**src/rtl/pq_pkg.sv**
```systemverilog
// Purpose : shared types and constants for the shift-register priority queue.
// Contents: default geometry, entry layout helpers, operation and FSM state
//           encodings, and bit positions inside the sticky error vector.
package pq_pkg;

    // Default geometry. An entry is {valid, key, val}; the key/value widths are
    // module parameters, so the entry is carried as separate fields rather than
    // a fixed packed struct.
    localparam int PQ_DEPTH_DEF = 16;
    localparam int PQ_KEY_W_DEF = 8;
    localparam int PQ_VAL_W_DEF = 8;

    // Width of one stored entry including its valid bit.
    function automatic int pq_entry_w(input int key_w, input int val_w);
        return 1 + key_w + val_w;
    endfunction

    // Operation selected from the strobes in a given cycle.
    typedef enum logic [1:0] {
        OP_NONE = 2'd0,
        OP_ENQ  = 2'd1,
        OP_DEQ  = 2'd2,
        OP_REPL = 2'd3
    } pq_op_e;

    // Controller states.
    typedef enum logic {
        ST_IDLE = 1'b0,
        ST_REPL = 1'b1
    } pq_state_e;

    // Bit positions in err[2:0].
    localparam int ERR_OVF   = 0;
    localparam int ERR_UDF   = 1;
    localparam int ERR_MULTI = 2;

endpackage

```
**src/rtl/pq_sr_cell.sv**
```systemverilog
// Purpose : one storage cell of the shift-register priority queue.
// Ports   : clk/rst          clock, synchronous active-high reset
//           i_prev_*         entry held by the cell above (closer to the top)
//           i_next_*         entry held by the cell below
//           i_new_key/val    entry being inserted
//           i_shift_up       take the entry from below (dequeue)
//           i_ins_en         insert i_new_* at its ordered position
//           o_valid/key/val  this cell's stored entry
module pq_sr_cell
    import pq_pkg::*;
#(
    parameter int KEY_W     = PQ_KEY_W_DEF,
    parameter int VAL_W     = PQ_VAL_W_DEF,
    parameter bit MIN_FIRST = 1'b1,
    parameter bit IS_TOP    = 1'b0
) (
    input  logic             clk,
    input  logic             rst,
    input  logic             i_prev_valid,
    input  logic [KEY_W-1:0] i_prev_key,
    input  logic [VAL_W-1:0] i_prev_val,
    input  logic             i_next_valid,
    input  logic [KEY_W-1:0] i_next_key,
    input  logic [VAL_W-1:0] i_next_val,
    input  logic [KEY_W-1:0] i_new_key,
    input  logic [VAL_W-1:0] i_new_val,
    input  logic             i_shift_up,
    input  logic             i_ins_en,
    output logic             o_valid,
    output logic [KEY_W-1:0] o_key,
    output logic [VAL_W-1:0] o_val
);

    logic             r_valid;
    logic [KEY_W-1:0] r_key;
    logic [VAL_W-1:0] r_val;

    logic w_beats_prev;
    logic w_beats_self;
    logic w_take_new;

    // Strict comparison: an equal key is never "better", which places a new
    // entry behind existing equal keys.
    function automatic logic better(input logic [KEY_W-1:0] a, input logic [KEY_W-1:0] b);
        return MIN_FIRST ? (a < b) : (a > b);
    endfunction

    always_comb begin
        w_beats_prev = i_prev_valid && better(i_new_key, i_prev_key);
        w_beats_self = !r_valid || better(i_new_key, r_key);
        // Only the first cell whose content loses to the new entry takes it;
        // cells past the tail have an invalid neighbour above and stay empty.
        w_take_new   = w_beats_self && (IS_TOP || (i_prev_valid && !w_beats_prev));
    end

    always_ff @(posedge clk) begin
        if (rst) begin
            r_valid <= 1'b0;
            r_key   <= '0;
            r_val   <= '0;
        end else if (i_shift_up) begin
            r_valid <= i_next_valid;
            r_key   <= i_next_key;
            r_val   <= i_next_val;
        end else if (i_ins_en) begin
            if (w_beats_prev) begin
                r_valid <= i_prev_valid;
                r_key   <= i_prev_key;
                r_val   <= i_prev_val;
            end else if (w_take_new) begin
                r_valid <= 1'b1;
                r_key   <= i_new_key;
                r_val   <= i_new_val;
            end
        end
    end

    assign o_valid = r_valid;
    assign o_key   = r_key;
    assign o_val   = r_val;

endmodule

```
**src/rtl/pq_sr_erd.sv**
```systemverilog
// Purpose : shift-register priority queue with enqueue, dequeue and a
//           two-cycle replace (pop top, then insert the latched entry).
// Ports   : clk, rst                  clock, synchronous active-high reset
//           kvi_key/kvi_val           entry for enq/replace
//           enq, deq, replace         single-cycle command strobes
//           full, empty, busy         status (busy = replace in progress)
//           kvo_key/kvo_val           top entry, 0 when empty
//           count                     occupancy
//           err                       sticky {multi_cmd, underflow, overflow}
// Handshake: strobes are only sampled while busy=0; a strobe during busy is
//           dropped silently. Results appear the cycle after the strobe.
module pq_sr_erd
    import pq_pkg::*;
#(
    parameter int DEPTH     = PQ_DEPTH_DEF,
    parameter int KEY_W     = PQ_KEY_W_DEF,
    parameter int VAL_W     = PQ_VAL_W_DEF,
    parameter bit MIN_FIRST = 1'b1
) (
    input  logic                       clk,
    input  logic                       rst,
    input  logic [KEY_W-1:0]           kvi_key,
    input  logic [VAL_W-1:0]           kvi_val,
    input  logic                       enq,
    input  logic                       deq,
    input  logic                       replace,
    output logic                       full,
    output logic                       empty,
    output logic                       busy,
    output logic [KEY_W-1:0]           kvo_key,
    output logic [VAL_W-1:0]           kvo_val,
    output logic [$clog2(DEPTH+1)-1:0] count,
    output logic [2:0]                 err
);

    localparam int CNT_W = $clog2(DEPTH + 1);

    pq_state_e        r_state;
    pq_state_e        w_state_nxt;
    logic [CNT_W-1:0] r_count;
    logic [KEY_W-1:0] r_lat_key;
    logic [VAL_W-1:0] r_lat_val;
    logic [2:0]       r_err;

    pq_op_e           w_op;
    logic [1:0]       w_n_strobes;
    logic             w_multi;
    logic             w_full;
    logic             w_empty;
    logic             w_shift_up;
    logic             w_ins_en;
    logic [KEY_W-1:0] w_new_key;
    logic [VAL_W-1:0] w_new_val;

    logic             w_cell_valid [DEPTH];
    logic [KEY_W-1:0] w_cell_key   [DEPTH];
    logic [VAL_W-1:0] w_cell_val   [DEPTH];

    assign w_full  = (r_count == CNT_W'(DEPTH));
    assign w_empty = (r_count == '0);

    // Command decode: replace > deq > enq. Replace on an empty queue has
    // nothing to pop, so it is carried out as a plain enqueue.
    always_comb begin
        w_n_strobes = {1'b0, enq} + {1'b0, deq} + {1'b0, replace};
        w_op        = OP_NONE;
        if (r_state == ST_IDLE) begin
            if (replace)  w_op = w_empty ? OP_ENQ : OP_REPL;
            else if (deq) w_op = OP_DEQ;
            else if (enq) w_op = OP_ENQ;
        end
        w_multi    = (r_state == ST_IDLE) && (w_n_strobes > 2'd1);
        w_shift_up = (w_op == OP_DEQ && !w_empty) || (w_op == OP_REPL);
        // The REPL insert follows a pop, so there is always a free cell.
        w_ins_en   = (w_op == OP_ENQ && !w_full) || (r_state == ST_REPL);
        w_new_key  = (r_state == ST_REPL) ? r_lat_key : kvi_key;
        w_new_val  = (r_state == ST_REPL) ? r_lat_val : kvi_val;
    end

    // FSM: state register
    always_ff @(posedge clk) begin
        if (rst) r_state <= ST_IDLE;
        else     r_state <= w_state_nxt;
    end

    // FSM: next state
    always_comb begin
        w_state_nxt = r_state;
        case (r_state)
            ST_IDLE: if (w_op == OP_REPL) w_state_nxt = ST_REPL;
            ST_REPL: w_state_nxt = ST_IDLE;
            default: w_state_nxt = ST_IDLE;
        endcase
    end

    // FSM: outputs
    always_comb begin
        busy = (r_state == ST_REPL);
    end

    // Replace latch, occupancy and sticky errors.
    always_ff @(posedge clk) begin
        if (rst) begin
            r_lat_key <= '0;
            r_lat_val <= '0;
            r_count   <= '0;
            r_err     <= '0;
        end else begin
            if (w_op == OP_REPL) begin
                r_lat_key <= kvi_key;
                r_lat_val <= kvi_val;
            end
            if (w_shift_up)    r_count <= r_count - CNT_W'(1);
            else if (w_ins_en) r_count <= r_count + CNT_W'(1);
            if (w_multi)                     r_err[ERR_MULTI] <= 1'b1;
            if (w_op == OP_ENQ && w_full)    r_err[ERR_OVF]   <= 1'b1;
            if (w_op == OP_DEQ && w_empty)   r_err[ERR_UDF]   <= 1'b1;
        end
    end

    for (genvar g = 0; g < DEPTH; g++) begin : g_cell
        logic             w_pv;
        logic [KEY_W-1:0] w_pk;
        logic [VAL_W-1:0] w_pval;
        logic             w_nv;
        logic [KEY_W-1:0] w_nk;
        logic [VAL_W-1:0] w_nval;

        if (g == 0) begin : g_top
            assign w_pv   = 1'b0;
            assign w_pk   = '0;
            assign w_pval = '0;
        end else begin : g_mid
            assign w_pv   = w_cell_valid[g-1];
            assign w_pk   = w_cell_key[g-1];
            assign w_pval = w_cell_val[g-1];
        end

        // The bottom cell refills with an empty entry on a shift up.
        if (g == DEPTH - 1) begin : g_bot
            assign w_nv   = 1'b0;
            assign w_nk   = '0;
            assign w_nval = '0;
        end else begin : g_up
            assign w_nv   = w_cell_valid[g+1];
            assign w_nk   = w_cell_key[g+1];
            assign w_nval = w_cell_val[g+1];
        end

        pq_sr_cell #(
            .KEY_W     (KEY_W),
            .VAL_W     (VAL_W),
            .MIN_FIRST (MIN_FIRST),
            .IS_TOP    (g == 0)
        ) u_cell (
            .clk          (clk),
            .rst          (rst),
            .i_prev_valid (w_pv),
            .i_prev_key   (w_pk),
            .i_prev_val   (w_pval),
            .i_next_valid (w_nv),
            .i_next_key   (w_nk),
            .i_next_val   (w_nval),
            .i_new_key    (w_new_key),
            .i_new_val    (w_new_val),
            .i_shift_up   (w_shift_up),
            .i_ins_en     (w_ins_en),
            .o_valid      (w_cell_valid[g]),
            .o_key        (w_cell_key[g]),
            .o_val        (w_cell_val[g])
        );
    end

    assign full    = w_full;
    assign empty   = w_empty;
    assign count   = r_count;
    assign err     = r_err;
    assign kvo_key = w_cell_valid[0] ? w_cell_key[0] : '0;
    assign kvo_val = w_cell_valid[0] ? w_cell_val[0] : '0;

endmodule

```
**config.mk**
```make
export PLATFORM = sky130hd
export DESIGN_NAME = pq_sr_erd
export DESIGN_NICKNAME = d
export VERILOG_FILES = /design/src/rtl/pq_pkg.sv /design/src/rtl/pq_sr_cell.sv /design/src/rtl/pq_sr_erd.sv
export SDC_FILE = /design/constraint.sdc
export NUM_CORES = 1
export LEC_CHECK = 0
export BUFFER_PORTS_ARGS = -buffer_cell sky130_fd_sc_hd__buf_2
export CAP_MARGIN = 20
export CORE_MARGIN = 1.5
export CORE_UTILIZATION = 45
export CTS_CLUSTER_SIZE = 24
export DETAILED_ROUTE_END_ITERATION = 10
export GPL_TIMING_DRIVEN = 1
export RECOVER_POWER = 25
export SLEW_MARGIN = 20
export SYNTH_ARGS = -nofsm -noshare
export SYNTH_HDL_FRONTEND = slang
export SYNTH_SLANG_ARGS = --single-unit
```
**constraint.sdc**
```tcl
create_clock -name clk -period 4.8 [get_ports clk]
set_input_delay 0.24 -clock clk [delete_from_list [all_inputs] [get_ports clk]]
set_output_delay 0.24 -clock clk [all_outputs]
set_load 0.02 [all_outputs]
```
-- Word-level counts from Yosys, hierarchy flattened
Cells that the tools add are included.
- register bits after elaboration: 297
- input port bits: 21
- output and inout port bits: 27
- word-level logic and storage cells: 413
- add/subtract/negate cells: 4
- order comparisons: 17
- eq/ne operators: 4
- multiplexer cells: 196
- bitwise gates (word level): 1
- reductions and logical operators: 136
- operator list (operator ; count):
    $mux 8 ; 126
    $lt 8x8->1 ; 16
    $mux 1 ; 63
    $logic_and 1x1->1 ; 50
    $reduce_bool 3->1 ; 14
    $logic_not 1->1 ; 33
    $reduce_and 2->1 ; 16
    $logic_or 1x1->1 ; 18
    $mux 5 ; 2
    $mux 2 ; 4
    $reduce_bool 2->1 ; 3
    $add 5x1->5 const B ; 1
    $eq 5x5->1 const B ; 1
    $logic_not 5->1 ; 1
    $sub 5x1->5 const B ; 1
    $eq 2x2->1 const B ; 2
    $add 1x1->2 ; 1
    $add 2x1->2 ; 1
    $eq 2x1->1 const B ; 1
    $gt 2x1->1 const B ; 1
    $pmux 1 s2 ; 1
    $reduce_or 2->1 ; 1
    $not 1->1 ; 1

-- Depth between registers and ports, before layout
Gate-level depths: netlist of the first run.
- word-level depth: 10
- gate-level depth with buffers: 14

-- Modules after synthesis
A second synthesis of the first run with hierarchy kept.
- cells, all modules: 2688
- area total of the unflattened synthesis: 22602.9 um2
- modules (own cells, without submodules) (module ; times used ; cells each ; area an instance (um2)):
    pq_sr_cell at g_cell[10].u_cell ... ; 14 ; 158 ; 1302.5
    pq_sr_cell at g_cell[0].u_cell ; 1 ; 161 ; 1502.7
    pq_sr_erd ; 1 ; 152 ; 1500.2
    pq_sr_cell at g_cell[9].u_cell ; 1 ; 163 ; 1365.1

-- Worst setup path after synthesis of the first run
OpenSTA, ideal clock, no wires.
- kind: register to register
- from: reg r_state, in the netlist busy
- to: reg g_cell[1].u_cell.r_key[6]
- setup time: 0.121 ns
- arrival: 3.358 ns
- setup slack: 1.322 ns
- stages on the path, launching flop included: 11
- buffers on the path: 2
- clock period less this slack: 3.478 ns
- cell sequence: dfxtp_1 > buf_2 > mux2_2 > ha_1 > nand4_1 > a211oi_2 > nor3_1 > or3_1 > a31oi_2 > buf_4 > mux2_2
- word-level cells in the longest chain between the ends: 8
- elaborated cells on any way between the ends: 23
- those cells by class: order compare (2); eq/ne (3); mux (6); reduce/logical (12)
- RTL lines (item ; line ; text):
    from (decl) ; pq_sr_erd.sv:38 ; pq_state_e r_state;
    from (signal assigned) ; pq_sr_erd.sv:83 ; else r_state <= w_state_nxt;
    $mux 8 ; pq_sr_erd.sv:76 ; w_new_key = (r_state == ST_REPL) ? r_lat_key : kvi_key;
    $lt 8x8->1 ; pq_sr_cell.sv:45 ; return MIN_FIRST ? (a < b) : (a > b);
    $logic_and 1x1->1 ; pq_sr_cell.sv:49 ; w_beats_prev = i_prev_valid && better(i_new_key, i_prev_key);
    $logic_not 1->1 ; pq_sr_cell.sv:53 ; w_take_new = w_beats_self && (IS_TOP || (i_prev_valid && !w_beats_prev));
    $logic_and 1x1->1 (2 in series) ; pq_sr_cell.sv:53 ;
    $reduce_bool 3->1 (no source line) ; - ;
    $reduce_and 2->1 (no source line) ; - ;
    to (signal assigned) ; pq_sr_cell.sv:63 ; r_key <= i_next_key;
    to (signal assigned) ; pq_sr_cell.sv:68 ; r_key <= i_prev_key;
    to (signal assigned) ; pq_sr_cell.sv:72 ; r_key <= i_new_key;
    to (decl) ; pq_sr_cell.sv:35 ; logic [KEY_W-1:0] r_key;
Several ways; a longest one is shown, not always the timed one. The select of a mux whose other input is x is not followed.
A chain may end at the register's enable or synchronous reset.

-- Final worst setup path of the first run
- from: reg r_state, in the netlist busy
- to: reg g_cell[9].u_cell.r_val[4]
- word-level cells in the longest chain between the ends: 8
- elaborated cells on any way between the ends: 24
- those cells by class: order compare (2); eq/ne (3); mux (7); reduce/logical (12)
- RTL lines (item ; line ; text):
    $mux 8 ; pq_sr_erd.sv:76 ;
    $lt 8x8->1 ; pq_sr_cell.sv:45 ;
    $logic_and 1x1->1 ; pq_sr_cell.sv:49 ;
    $logic_not 1->1 ; pq_sr_cell.sv:53 ;
    $logic_and 1x1->1 (2 in series) ; pq_sr_cell.sv:53 ;
    $reduce_bool 3->1 (no source line) ; - ;
    $reduce_and 2->1 (no source line) ; - ;
    to (signal assigned) ; pq_sr_cell.sv:64 ; r_val <= i_next_val;
    to (signal assigned) ; pq_sr_cell.sv:69 ; r_val <= i_prev_val;
    to (signal assigned) ; pq_sr_cell.sv:73 ; r_val <= i_new_val;
    to (decl) ; pq_sr_cell.sv:36 ; logic [VAL_W-1:0] r_val;
Several ways; a longest one is shown, not always the timed one. The select of a mux whose other input is x is not followed.

==> results of run 1 <==
cells in the final DEF (no fill, tap or decap), drive strengths merged, types with 80 or more instances in the layout:
| cell type | netlist | layout |
|---|---|---|
| dfxtp | 297 | 297 |
| nor2 | 367 | 367 |
| inv | 133 | 137 |
| nand2 | 120 | 120 |
| a21oi | 95 | 95 |
| ha | 116 | 116 |
| clkbuf | 162 | 80 |
| o21ai | 235 | 235 |
| a211oi | 106 | 106 |
| mux2 | 146 | 146 |
sequential cells by signal, summed over array words and instances (netlist names):
signal	cells
g_cell.u_cell.o_valid	16
err	3
g_cell.u_cell.o_key	128
count	5
r_lat_key	8
busy	1
r_lat_val	8
g_cell.u_cell.o_val	128
power groups by stage:
| stage | Clock, uW | Sequential [uW] | Combinational (uW) |
|---|---|---|---|
| after floorplan | 0 | 4200 | 6380 |
| after global placement | 0 | 4530 | 8110 |
| after detailed placement | 0 | 4550 | 8340 |
| after CTS | 2830 | 4510 | 8370 |
| after global routing | 2920 | 4670 | 9330 |
| final | 2790 | 4520 | 8430 |
stage by stage:
stage / utilization [%] / power (uW) / std cells / hold WS, ns / cell area [um2]
after floorplan: - / 10580 / 2491 / 0.3839 / 19860
after global placement: 47.19 / 12640 / 2952 / 0.4424 / 20420
after detailed placement: 47.19 / 12880 / 2952 / 0.4522 / 20420
after CTS: 50.30 / 15710 / 3035 / 0.05884 / 21760
after global routing: 50.16 / 16920 / 3035 / 0.1040 / 21700
final: 50.16 / 15740 / 3035 / 0.08090 / 21700
worst paths after layout:
check / start / slack [ns] / endpoint / depth (start not counted)
max reg2reg: busy / 0.61 / g_cell[9].u_cell.o_val[4] / 9
max: busy / 0.61 / g_cell[9].u_cell.o_val[4] / 9
min reg2reg: g_cell[13].u_cell.o_key[2] / 0.46 / g_cell[13].u_cell.o_key[2] / 2
min: replace / 0.08 / err[1] / 4
layer usage:
metal	vias up	routed length, um	GRT usage, %
li1	8941	-	-
met1	9152	28470	36.95
met2	519	28680	44.33
met3	111	3121	3.339
met4	0	1700	10.12
met5	-	0	0
critical path, stage by stage, from the launching register on:
cell and delay, ns:
dfxtp_1 0.52, mux2_1 0.63, clkbuf_1 0.47, ha_1 0.33
o21ai_0 0.17, o21bai_1 0.16, nor3_1 0.35, o311a_1 0.24
or2_0 0.98, o22ai_1 0.15
area by class of cell:
type	instances	share of cell area, %
Tap cell	585	3.373
Clock buffer	56	4.964
Multi-Input combinational cell	1840	57.81
Inverter	134	2.364
Clock inverter	10	0.4497
Sequential cell	297	27.40
Timing Repair Buffer	113	3.638
logic make-up (layout without fill, tap and decap cells):
family / after synthesis / after routing / share of synthesized area, %
and+or+nand+nor: 743 / 743 / 17.15
muxes: 218 / 218 / 11.97
DFF: 297 / 297 / 29.95
xor gates and xnor gates: 4 / 4 / 0.1764
AOI/OAI and AO/OA: 758 / 758 / 26.15
buffers and inverters: 354 / 313 / 7.203
adders and majority gates: 117 / 117 / 7.411
==> flow_summary.json, run 1 <==
{
  "power_density_nw_per_um2": 725.5,
  "grt_max_degree": 121,
  "p_switching_uw": 7371,
  "clock_sinks": 297,
  "placement.io_buffers": 47,
  "syn_area_um2": 19860,
  "cts_buffers": 37,
  "p_int_uw": 8373,
  "endpoint_kind": "flip-flop",
  "multiInputGateArea_um2": 12550,
  "synth.avg_cell_area_um2": 7.971,
  "synth.largest_area_cell": "dfxtp_1",
  "ant_nets": 0,
  "grt_remaining_overflow": 0,
  "final_nets": 2561,
  "firstDrtPassIters": 5,
  "die_area_um2": 45390,
  "antenna_found_initial": 0,
  "grt_pass1_vias": 18347,
  "cts_buffer_depth": 3,
  "cap_violations": 0,
  "post_drt_via_cell_ratio": 6.169,
  "drive_gt1_share_pct": 12.37,
  "synth-edff-count": 0,
  "startpoint_type": "flip-flop",
  "root_buffer": "clkbuf_16",
  "finalSetupTns_ns": 0,
  "ys_warn_count": 0,
  "synth_cell_type_count": 71,
  "worst_slack_ns": 0.6054,
  "setup_violations": 0,
  "grt_setup_unrepaired": "false",
  "grt_usage_pct": 27.28,
  "finalHoldViolCount": 0,
  "fin_crit_sh_pct": 87.39,
  "seqPwrFrac_pct": 28.7,
  "post_cts_resized": 0,
  "core-area_um2": 43270,
  "min_path_type": "in2reg",
  "die_x_um": 213.1,
  "clk_pin_slew_ns": 0.06,
  "status": "finished clean",
  "max_slew_margin_pct": 4.257,
  "cts_hold_buf": 17,
  "seq_area_frac_synth_pct": 29.95,
  "fill_cells": 4228,
  "finalMaxSlewViolations": 0,
  "place_ws_ns": 1.047,
  "power_frac_clock_pct": 17.7,
  "synth_common_cells": "nor2_1 (367), dfxtp_1 (297), o21ai_0 (230), clkbuf_1 (162), mux2_2 (140)",
  "ys_ff_latch": 297,
  "power_frac_comb_pct": 53.6,
  "post-cts-setup-buffers": 0,
  "ios": 48,
  "switching_share_pct": 46.82,
  "routed_wl_um": 61980,
  "fin_crit_ns": 4.195,
  "p_leak_uw": 0.008250,
  "rows": 76,
  "place_congestion": 0.8905,
  "cp_max_fo": 16,
  "worst_ep_arrival_time_ns": 4.60,
  "synth_top_area_share_pct": 29.95,
  "route.detailed.drc": 0,
  "synth.area.top_cells": "dfxtp_1 (30%), mux2_2 (7.9%), ha_1 (7.3%), nor2_1 (6.9%), o21ai_0 (5.8%)",
  "max_freq_ghz": 0.2384,
  "syn_inst": 2491,
  "wire_per_inst_um": 20.42,
  "synth.most_common_cell": "nor2_1",
  "clk_latency_ns": 0.58,
  "fin_worst_skew_ns": 0.01971,
  "yosys_most_used_dff": "dfxtp_1",
  "drtIter0Drc": 1673,
  "cts_tree": "done",
  "tightest_slew_ns": 1.436,
  "dieHeight_um": 213.1,
  "ir_drop_mv": 0.4836,
  "htree_levels": 2,
  "area_growth_pct": 9.301,
  "num_vias": 18723,
  "crit_type": "reg2reg",
  "syn_nets": 2629,
  "required_ns": 5.20,
  "grt_first_pass_wirelength_um": 99060,
  "start_util_pct": 45.89,
  "regArea_um2": 5946,
  "dp_hpwl_um": 42020,
  "ys_async_sr_fraction_pct": 0,
  "n_antenna_cell": 0
}
Note: power is estimated with default switching activity, not from simulation.
==> run 2, diff against run 1 <==
CELL_PAD_IN_SITES_DETAIL_PLACEMENT = 0   (was default)
CELL_PAD_IN_SITES_GLOBAL_PLACEMENT = 1   (was default)
PLACE_DENSITY_LB_ADDON = 0.1   (was default)
==> flow_summary.json, run 2 (synthesis results as in run 1) <==
{
  "met1_usage_pct": 36.87,
  "timing.rr.end": "count[4]",
  "status": "finished clean",
  "route.detailed.drc": 0,
  "routed_wl_um": 58130,
  "stdcell_count": 3036,
  "clock_sinks": 297,
  "grt_max_degree": 196,
  "regArea_um2": 5946,
  "antenna_found_initial": 0,
  "dp_hpwl_um": 40250,
  "placement.io_buffers": 47,
  "cts_buffers": 38,
  "hold_path_end": "err[1]",
  "fin_total_pwr_uw": 15660,
  "worst_ep_arrival_time_ns": 4.48,
  "hp-start": "replace",
  "required_ns": 5.23,
  "max_slew_margin_pct": 28.10,
  "fill_cells": 4259,
  "area_growth_pct": 9.881,
  "power_density_nw_per_um2": 717.6,
  "clk_latency_ns": 0.56,
  "finalMaxSlewViolations": 0,
  "finalHoldViolCount": 0,
  "post-cts-setup-buffers": 0,
  "firstDrtPassIters": 5,
  "die_area_um2": 45390,
  "ir_drop_mv": 0.4173,
  "fin_crit_ns": 4.045,
  "finalSetupTns_ns": 0,
  "clk_pin_slew_ns": 0.06,
  "p_leak_uw": 0.008301,
  "multiInputGateArea_um2": 12570,
  "grt_usage_pct": 25.74,
  "n_antenna_cell": 0,
  "cts_buffer_depth": 3,
  "startpoint_type": "flip-flop",
  "crit_type": "reg2reg",
  "min_path_type": "in2reg",
  "reg2reg_depth": 10,
  "die_x_um": 213.1,
  "ant_nets": 0,
  "rows": 76,
  "drive_gt1_share_pct": 12.65,
  "wire_per_inst_um": 19.15,
  "final_nets": 2561,
  "r2r_slack_ns": 0.75,
  "place_inst": 2948,
  "ios": 48,
  "fin_worst_skew_ns": 0.01457,
  "final_cell_mix": "nor2_1 (367), dfxtp_1 (297), o21ai_0 (231)",
  "start_util_pct": 45.89,
  "root_buffer": "clkbuf_16",
  "cts_tree": "done",
  "post_cts_resized": 0,
  "grt_pass1_vias": 17908,
  "cp_max_fo": 84,
  "htree_levels": 2,
  "final_common_cell": "nor2_1",
  "tightest_slew_ns": 1.075,
  "core-area_um2": 43270,
  "fin_crit_sh_pct": 84.27,
  "setup_violations": 0,
  "met3_usage_pct": 3.295,
  "met2_usage_pct": 41.05,
  "grt_first_pass_wirelength_um": 94990,
  "place_congestion": 0.8275,
  "r2r_start": "busy",
  "cap_violations": 0,
  "endpoint_kind": "flip-flop",
  "grt_remaining_overflow": 0,
  "num_vias": 18262,
  "drtIter0Drc": 1329,
  "dieHeight_um": 213.1,
  "grt_setup_unrepaired": "false",
  "post_drt_via_cell_ratio": 6.015,
  "grt-busiest-layer": "met2",
  "holdPathStages": 4,
  "max_freq_ghz": 0.2472
}
## run 2: per-layer routing
| metal | up-vias | part of all wire (%) |
|---|---|---|
| met5 | - | 0 |
| met4 | 0 | 1.6 |
| met3 | 63 | 3.9 |
| met2 | 316 | 45 |
| met1 | 8934 | 50 |
| li1 | 8949 | - |
## run 2: stage by stage
stage	area (um2)	utilization, %	setup slack, ns	hold slack (ns)
finish	21820	50.43	0.7550	0.1261
global route	21820	50.43	0.4515	0.1523
CTS	21860	50.53	1.090	0.08422
detailed placement	20400	47.14	1.102	0.4480
global placement	20400	47.14	1.200	0.4426
floorplan	19860	-	1.322	0.3839
## run 2: power breakdown
part	switching [uW]	internal (uW)
Clock	1150	1760
Combinational	5150	3150
Sequential	845	3600
Total	7140	8510
## run 2: worst max-delay path by stage
stage | startpoint | depth (start not counted) | to | slack, ns
2_1_floorplan | busy | 10 | g_cell[1].u_cell.o_key[6] | 1.32
6_report | busy | 10 | count[4] | 0.75
3_3_place_gp | busy | 8 | g_cell[8].u_cell.o_val[3] | 1.20
5_1_grt | busy | 10 | count[4] | 0.45
4_1_cts | busy | 8 | g_cell[12].u_cell.o_key[0] | 1.09
3_5_place_dp | busy | 8 | g_cell[12].u_cell.o_key[0] | 1.10
## run 2: critical path, stage by stage, from the launching register on
cell,delay [ns]
dfxtp_1,0.52
clkbuf_1,0.75
a211o_1,0.86
inv_6,0.48
ha_1,0.48
nor2b_1,0.15
o21ai_0,0.21
a21o_1,0.15
nand3_1,0.10
xnor2_1,0.15
nor2_1,0.05
## run 2: layout make-up
type / instances / area share (%)
clock inverters: 7 / 0.3097
flip-flops and latches: 297 / 27.25
multi-input cells: 1840 / 57.60
repair buffers: 112 / 3.636
inverters: 134 / 2.351
clock buffers: 61 / 5.494
well taps: 585 / 3.355
## run 2: timing repair
item / 4_1_cts / 5_1_grt
endpoints found under the setup margin: 0 / 0
hold endpoints to repair: 21 / 0
hold buffers: 20 / 0
==> run 3, diff against run 2 <==
clock period = 4.1 ns   (was 4.8 ns; I/O delays follow)
==> flow_summary.json, run 3 (synthesis results as in run 1) <==
{
  "cts_buffer_depth": 3,
  "crit_type": "reg2reg",
  "drtIter0Drc": 1352,
  "ant_nets": 0,
  "grt_setup_unrepaired": "false",
  "rows": 76,
  "final_nets": 2565,
  "crit_top_cell": "mux2_2",
  "area_growth_pct": 10.11,
  "cap_violations": 1,
  "multiInputGateArea_um2": 12560,
  "final_common_cell": "nor2_1",
  "grt_first_pass_wirelength_um": 96340,
  "regArea_um2": 5946,
  "antenna_found_initial": 1,
  "power_frac_comb_pct": 53.1,
  "post_cts_resized": 0,
  "fin_crit_ns": 3.758,
  "critPathMaxStageDelay_ns": 0.62,
  "post-cts-setup-buffers": 0,
  "switching_share_pct": 45.61,
  "fin_crit_sh_pct": 91.67,
  "fin_worst_skew_ns": 0.02252,
  "status": "finished, violations left",
  "crit_family": "multiplexers",
  "core-area_um2": 43270,
  "worst_slack_ns": 0.3416,
  "violations": "max-capacitance violations, max-slew violations",
  "dp_hpwl_um": 41340,
  "firstDrtPassIters": 5,
  "cts_tree": "done",
  "p_leak_uw": 0.008322,
  "root_buffer": "clkbuf_16",
  "ir_drop_mv": 0.7295,
  "clk_latency_ns": 0.56,
  "n_antenna_cell": 0,
  "power_frac_clock_pct": 18.5,
  "grt_remaining_overflow": 0,
  "drive_gt1_share_pct": 12.71,
  "htree_levels": 2,
  "start_util_pct": 45.89,
  "route.detailed.drc": 0,
  "p_switching_uw": 8395,
  "finalMaxSlewViolations": 10,
  "grt_usage_pct": 26.23,
  "fill_cells": 4206,
  "worst_ep_arrival_time_ns": 4.19,
  "place_ws_ns": 0.3559,
  "startpoint_type": "flip-flop",
  "cts_buffers": 38,
  "num_vias": 18254,
  "post_drt_via_cell_ratio": 6.005,
  "dieHeight_um": 213.1,
  "required_ns": 4.53,
  "p_int_uw": 10010,
  "finalSetupTns_ns": 0,
  "reg2reg_depth": 8,
  "max_slew_margin_pct": -7.266,
  "clock_sinks": 297,
  "tightest_slew_ns": 1.609,
  "cp_max_fo": 19,
  "min_path_type": "in2reg",
  "die_x_um": 213.1,
  "grt_max_degree": 147,
  "ios": 48,
  "grt_pass1_vias": 18073,
  "final_cell_mix": "nor2_1 (367), dfxtp_1 (297), o21ai_0 (231)",
  "finalHoldViolCount": 0,
  "holdPathStages": 2,
  "crit_chain": "mux2_2 > ha_1 > nand4_1 > a211oi_1 > nor3_1 > or3_1 > a31oi_4 > mux2_2",
  "endpoint_kind": "flip-flop",
  "cts_hold_buf": 18,
  "crit_slowest_cell": "a31oi_4",
  "cp_num_buf_inv": 0,
  "seqPwrFrac_pct": 28.4,
  "placement.io_buffers": 47,
  "place_congestion": 0.8544,
  "wire_per_inst_um": 19.44,
  "routed_wl_um": 59090,
  "clk_pin_slew_ns": 0.06,
  "max_freq_ghz": 0.2661,
  "setup_violations": 0,
  "die_area_um2": 45390,
  "power_density_nw_per_um2": 841.8,
  "path_depth": 8
}
run 3: cell type report:
type                       instances  share of cell area (%)
sequential                       297                   27.20
clock buffer                      63                   5.517
tap                              585                   3.348
clock inverter                     5                  0.2461
timing repair buffer             116                   3.880
multi-input combinational       1840                   57.47
inverter                         134                   2.346
run 3: worst paths after layout:
check,start,to,slack [ns]
worst max-delay path,busy,g_cell[8].u_cell.o_val[2],0.34
worst min-delay path,rst,r_lat_key[0],0.06
worst max register to register,busy,g_cell[8].u_cell.o_val[2],0.34
worst min register to register,g_cell[13].u_cell.o_key[2],g_cell[13].u_cell.o_key[2],0.46
run 3: power by group through the flow:
stage	Clock (uW)	Sequential (uW)	Combinational, uW
2_1_floorplan	0	4920	7470
3_3_place_gp	0	5250	9490
3_5_place_dp	0	5260	9750
4_1_cts	3500	5210	9800
5_1_grt	3610	5400	10900
6_report	3410	5220	9780
run 3: through the flow:
step | util, % | hold slack [ns] | total power [uW] | area, um2 | cells
2_1_floorplan | - | 0.3489 | 12390 | 19860 | 2491
3_3_place_gp | 47.39 | 0.4417 | 14740 | 20500 | 2954
3_5_place_dp | 47.39 | 0.4539 | 15010 | 20510 | 2954
4_1_cts | 50.72 | 0.03106 | 18510 | 21950 | 3040
5_1_grt | 50.53 | 0.06401 | 19920 | 21860 | 3040
6_report | 50.53 | 0.05807 | 18400 | 21860 | 3040
run 3: layer usage:
metal | track usage (%) | part of all wire, %
met3 | 3.059 | 4.3
met5 | 0 | 0
met1 | 37.08 | 49
met2 | 41.84 | 45
met4 | 7.581 | 1.9
